## src/rtl/fetch_stall_ctrl.sv

```systemverilog
// fetch_stall_ctrl: front-end controller owning the PC and the IF/ID register.
// It holds both on a load-use stall, squashes IF/ID on a taken EX branch and
// keeps saturating stall/flush counters for performance debug.
// Per-cycle event priority: flush > stall > advance.
//
// Ports:
//   clk, rst          - clock (rising edge), asynchronous active-high reset
//   stall             - load-use stall request from hazard detection
//   branch_taken_ex   - taken branch/jump resolved in EX
//   branch_target_ex  - redirect address, valid with branch_taken_ex
//   imem_rdata        - instruction at imem_addr (combinational read)
//   imem_addr         - current PC
//   if_id_pc/instr/valid - IF/ID pipeline register contents
//   id_ex_bubble      - combinational; ID/EX loads a NOP when high
//   stall_cycles      - saturating count of effective stall cycles
//   flush_count       - saturating count of taken-branch flushes
module fetch_stall_ctrl #(
  parameter int unsigned            XLEN     = 32,
  parameter logic [XLEN-1:0]        RESET_PC = '0,
  parameter int unsigned            CNT_W    = 16
) (
  input  logic             clk,
  input  logic             rst,
  input  logic             stall,
  input  logic             branch_taken_ex,
  input  logic [XLEN-1:0]  branch_target_ex,
  input  logic [XLEN-1:0]  imem_rdata,
  output logic [XLEN-1:0]  imem_addr,
  output logic [XLEN-1:0]  if_id_pc,
  output logic [XLEN-1:0]  if_id_instr,
  output logic             if_id_valid,
  output logic             id_ex_bubble,
  output logic [CNT_W-1:0] stall_cycles,
  output logic [CNT_W-1:0] flush_count
);

  // addi x0,x0,0 - canonical NOP placed in a squashed IF/ID slot
  localparam logic [XLEN-1:0] NOP_INSTR = XLEN'(32'h0000_0013);
  localparam logic [XLEN-1:0] PC_STEP   = XLEN'(4);
  localparam logic [CNT_W-1:0] CNT_ONE  = CNT_W'(1);
  localparam logic [CNT_W-1:0] CNT_MAX  = '1;

  logic [XLEN-1:0]  pc_q, pc_d;
  logic [XLEN-1:0]  if_id_pc_q, if_id_pc_d;
  logic [XLEN-1:0]  if_id_instr_q, if_id_instr_d;
  logic             if_id_valid_q, if_id_valid_d;
  logic [CNT_W-1:0] stall_cycles_q, stall_cycles_d;
  logic [CNT_W-1:0] flush_count_q, flush_count_d;

  // Next-state selection: flush beats stall beats advance
  always_comb begin
    pc_d           = pc_q;
    if_id_pc_d     = if_id_pc_q;
    if_id_instr_d  = if_id_instr_q;
    if_id_valid_d  = if_id_valid_q;
    stall_cycles_d = stall_cycles_q;
    flush_count_d  = flush_count_q;

    if (branch_taken_ex) begin
      // A simultaneous stall belongs to a squashed consumer and is dropped
      pc_d          = branch_target_ex;
      if_id_instr_d = NOP_INSTR;
      if_id_valid_d = 1'b0;
      if (flush_count_q != CNT_MAX) flush_count_d = flush_count_q + CNT_ONE;
    end else if (stall) begin
      if (stall_cycles_q != CNT_MAX) stall_cycles_d = stall_cycles_q + CNT_ONE;
    end else begin
      pc_d          = pc_q + PC_STEP;
      if_id_pc_d    = pc_q;
      if_id_instr_d = imem_rdata;
      if_id_valid_d = 1'b1;
    end
  end

  // State registers
  always_ff @(posedge clk or posedge rst) begin
    if (rst) begin
      pc_q           <= RESET_PC;
      if_id_pc_q     <= '0;
      if_id_instr_q  <= NOP_INSTR;
      if_id_valid_q  <= 1'b0;
      stall_cycles_q <= '0;
      flush_count_q  <= '0;
    end else begin
      pc_q           <= pc_d;
      if_id_pc_q     <= if_id_pc_d;
      if_id_instr_q  <= if_id_instr_d;
      if_id_valid_q  <= if_id_valid_d;
      stall_cycles_q <= stall_cycles_d;
      flush_count_q  <= flush_count_d;
    end
  end

  // Bubble is unregistered so it reaches ID/EX on the same edge IF/ID holds
  assign id_ex_bubble = stall | branch_taken_ex;

  assign imem_addr    = pc_q;
  assign if_id_pc     = if_id_pc_q;
  assign if_id_instr  = if_id_instr_q;
  assign if_id_valid  = if_id_valid_q;
  assign stall_cycles = stall_cycles_q;
  assign flush_count  = flush_count_q;

endmodule

```

## config.mk

```make
export PLATFORM = sky130hd
export DESIGN_NAME = fetch_stall_ctrl
export DESIGN_NICKNAME = d
export VERILOG_FILES = /design/src/rtl/fetch_stall_ctrl.sv
export SDC_FILE = /design/constraint.sdc
export NUM_CORES = 1
export LEC_CHECK = 0
export CELL_PAD_IN_SITES_DETAIL_PLACEMENT = 1
export CELL_PAD_IN_SITES_GLOBAL_PLACEMENT = 2
export CORE_ASPECT_RATIO = 0.5
export CORE_MARGIN = 5
export CORE_UTILIZATION = 25
export CTS_BUF_LIST = sky130_fd_sc_hd__clkbuf_4 sky130_fd_sc_hd__clkbuf_8
export CTS_CLUSTER_DIAMETER = 120
export DETAILED_ROUTE_END_ITERATION = 10
export MAX_ROUTING_LAYER = met4
export PLACE_DENSITY = 0.79
export SYNTH_ARGS = -nofsm -noshare
export SYNTH_HDL_FRONTEND = slang
export SYNTH_SLANG_ARGS = --single-unit
```

## constraint.sdc

```tcl
create_clock -name clk -period 7.5 [get_ports clk]
set_clock_uncertainty 0.15 [all_clocks]
set_input_delay 1.125 -clock clk [delete_from_list [all_inputs] [get_ports clk]]
set_output_delay 1.125 -clock clk [all_outputs]
set_load 0.02 [all_outputs]
```

==> flow_summary.ini <==
[outcome]
status = complete, no violations

[pwr]
total_leakage_power_nw = 3.55
irDropWorstVdd_mv = 0.0877
power.density_mw_per_mm2 = 235

[yosys]
netlist_area_mm2 = 0.00599
async_flop_share = 1.00
synth_top_flop_cell = dfrtp_1
synth-edff-count = 0
synth_seq_cells = 129
post-synth-top-area-cell = dfrtp_1
synth_top_area_frac = 0.526
yosysMostFrequentCell = dfrtp_1
synth_nets = 614
synthTopCellsByArea = dfrtp_1, mux2_2, mux2i_1
ys_types = 53
synth_seq_area_share = 0.539
synth_warnings = 0
syn_area_per_cell_um2 = 11.0
synthCells = 543
synthTopCellsByCount = dfrtp_1, nand2_1, nor2_1

[clock_tree]
cts_tree = yes
clk_path_buf_depth = 2
post-cts-setup-buffers = 0
cts.sinks = 129
h-tree-depth = 4
clock_latency_ps = 450
cts_hold_buf = 0
root_buffer = clkbuf_8
cts_resized = 0
cts.clk_slew.worst_paths_ps = 80
numCtsBuffers = 17

[setup_path]
critPathMaxFanout = 44
r2r-start = imem_addr[2]
critical_path_class = input pin to output pin
r2r_setup_slack_ps = 5010
cp.arrival_ps = 3120
required_ps = 6220
worst_setup_path_end_kind = output pin
r2r_end = imem_addr[20]
startpoint_type = input pin
worst-r2r-cell-count = 5

[routing]
drt_pre_antenna_iters = 4
wire_per_inst_um = 18.2
antenna_left = 0
vias_per_cell = 4.68
remaining_drc_errors = 0
drtIter0Drc = 190
num_vias = 4992
wirelength_um = 19400

[placed_design]
dp_hpwl_um = 14200
gp_congestion = 0.792
post_dp_cell_area_mm2 = 0.00827
dp_slack_ps = 3090
port_buffers = 197

[timing]
min_period_ps = 4390
max_freq_mhz = 228
setup_ws_ps = 3110
hold_violations = 0
finalSetupTns_ps = 0
relSlewSlack = 0.395
drv_slew = 0
rsz0062_at_grt = no
worst_pin_slew_ps = 907
whs_ps = 343
finalSetupViolCount = 0
period_share = 0.585

[job]
drv_cap = 0

[global_routing]
grt_pass1_vias = 5386
antenna_found_initial = 1
grt_pass1_wl_um = 31100
grt.total_usage = 0.147
grt-ovfl-total = 0
grt_max_degree = 69

[floorplanning]
initial_core_util = 0.252
dieArea_mm2 = 0.0274
die_w_um = 229
core_region_area_mm2 = 0.0238
die_h_um = 119
io_pins = 198
row_count = 40

[finish]
fin_area_mm2 = 0.00866
post-route-util = 0.364
drive_gt1_frac = 0.117
area_growth_pct = 44.6
fin_nets = 808

[min_path]
worstHoldStart = if_id_pc[17]
hp-class = register to register
hold_end = if_id_pc[17]
whs_path_depth = 2
cell type report:
cell class,count,area [um^2]
Antenna cell,1,2.50
Clock buffer,17,234
Clock inverter,15,161
Fill cell,2611,15100
Inverter,10,42.5
Multi-Input combinational cell,378,2610
Sequential cell,129,3230
Tap cell,315,394
Timing Repair Buffer,201,1990
cells in the final DEF, fill, tap and decap left out, drive strengths merged, types with 10 or more instances in the layout:
cell           count
dfrtp            126
xor2              12
nand3             32
nor2              45
clkbuf            17
o21ai             23
xnor2             21
clkdlybuf4s50    195
nand4             18
nand2             47
mux2              36
and3              10
inv               13
mux2i             34
or4               16
cells by family after synthesis:
group / Yosys count / share of synthesized area
AND/OR/NAND/NOR: 206 / 0.185
multiplexers: 70 / 0.124
flip-flops: 129 / 0.539
XOR/XNOR: 33 / 0.0482
AO/OA/AOI/OAI: 66 / 0.0704
adder cells (fa/ha/maj): 3 / 0.00626
buffers and inverters: 36 / 0.0265
critical path, cell delays in order:
cell and delay, ps:
buf_2 70, buf_4 580, nor2_2 40, buf_4 290, inv_1 290, clkdlybuf4s50_1 670
per-stage QoR:
stage	std cells	power (mW)
detailed placement	1033	1.45
global placement	1033	1.44
finish	1066	2.04
global route	1066	2.15
floorplan	543	1.15
CTS	1065	2.08
where the power goes:
group	internal, mW	switching, mW
clock	0.298	0.309
sequential	0.786	0.107
combinational	0.270	0.270
worst max path at each step:
stage	startpoint	end	slack [ps]	cells past startpoint
global placement	stall	id_ex_bubble	3120	6
global route	stall	id_ex_bubble	3010	6
CTS	stall	id_ex_bubble	3090	6
finish	stall	id_ex_bubble	3110	6
floorplan	rst	flush_count[0]	2790	1
detailed placement	stall	id_ex_bubble	3090	6
state kept, by name (all words and copies together), names as in the netlist:
signal        count
if_id_instr      32
flush_count      16
if_id_pc         32
stall_cycles     16
if_id_valid       1
imem_addr        32
metal layers:
| layer | routed length (um) | GRT usage | share of wire |
|---|---|---|---|
| met5 | 0 | - | 0 |
| met4 | 429 | 0.0559 | 0.022 |
| met3 | 424 | 0.0260 | 0.022 |
| met2 | 9910 | 0.245 | 0.51 |
| met1 | 8630 | 0.180 | 0.45 |
Power figures use the tool's default switching activity.
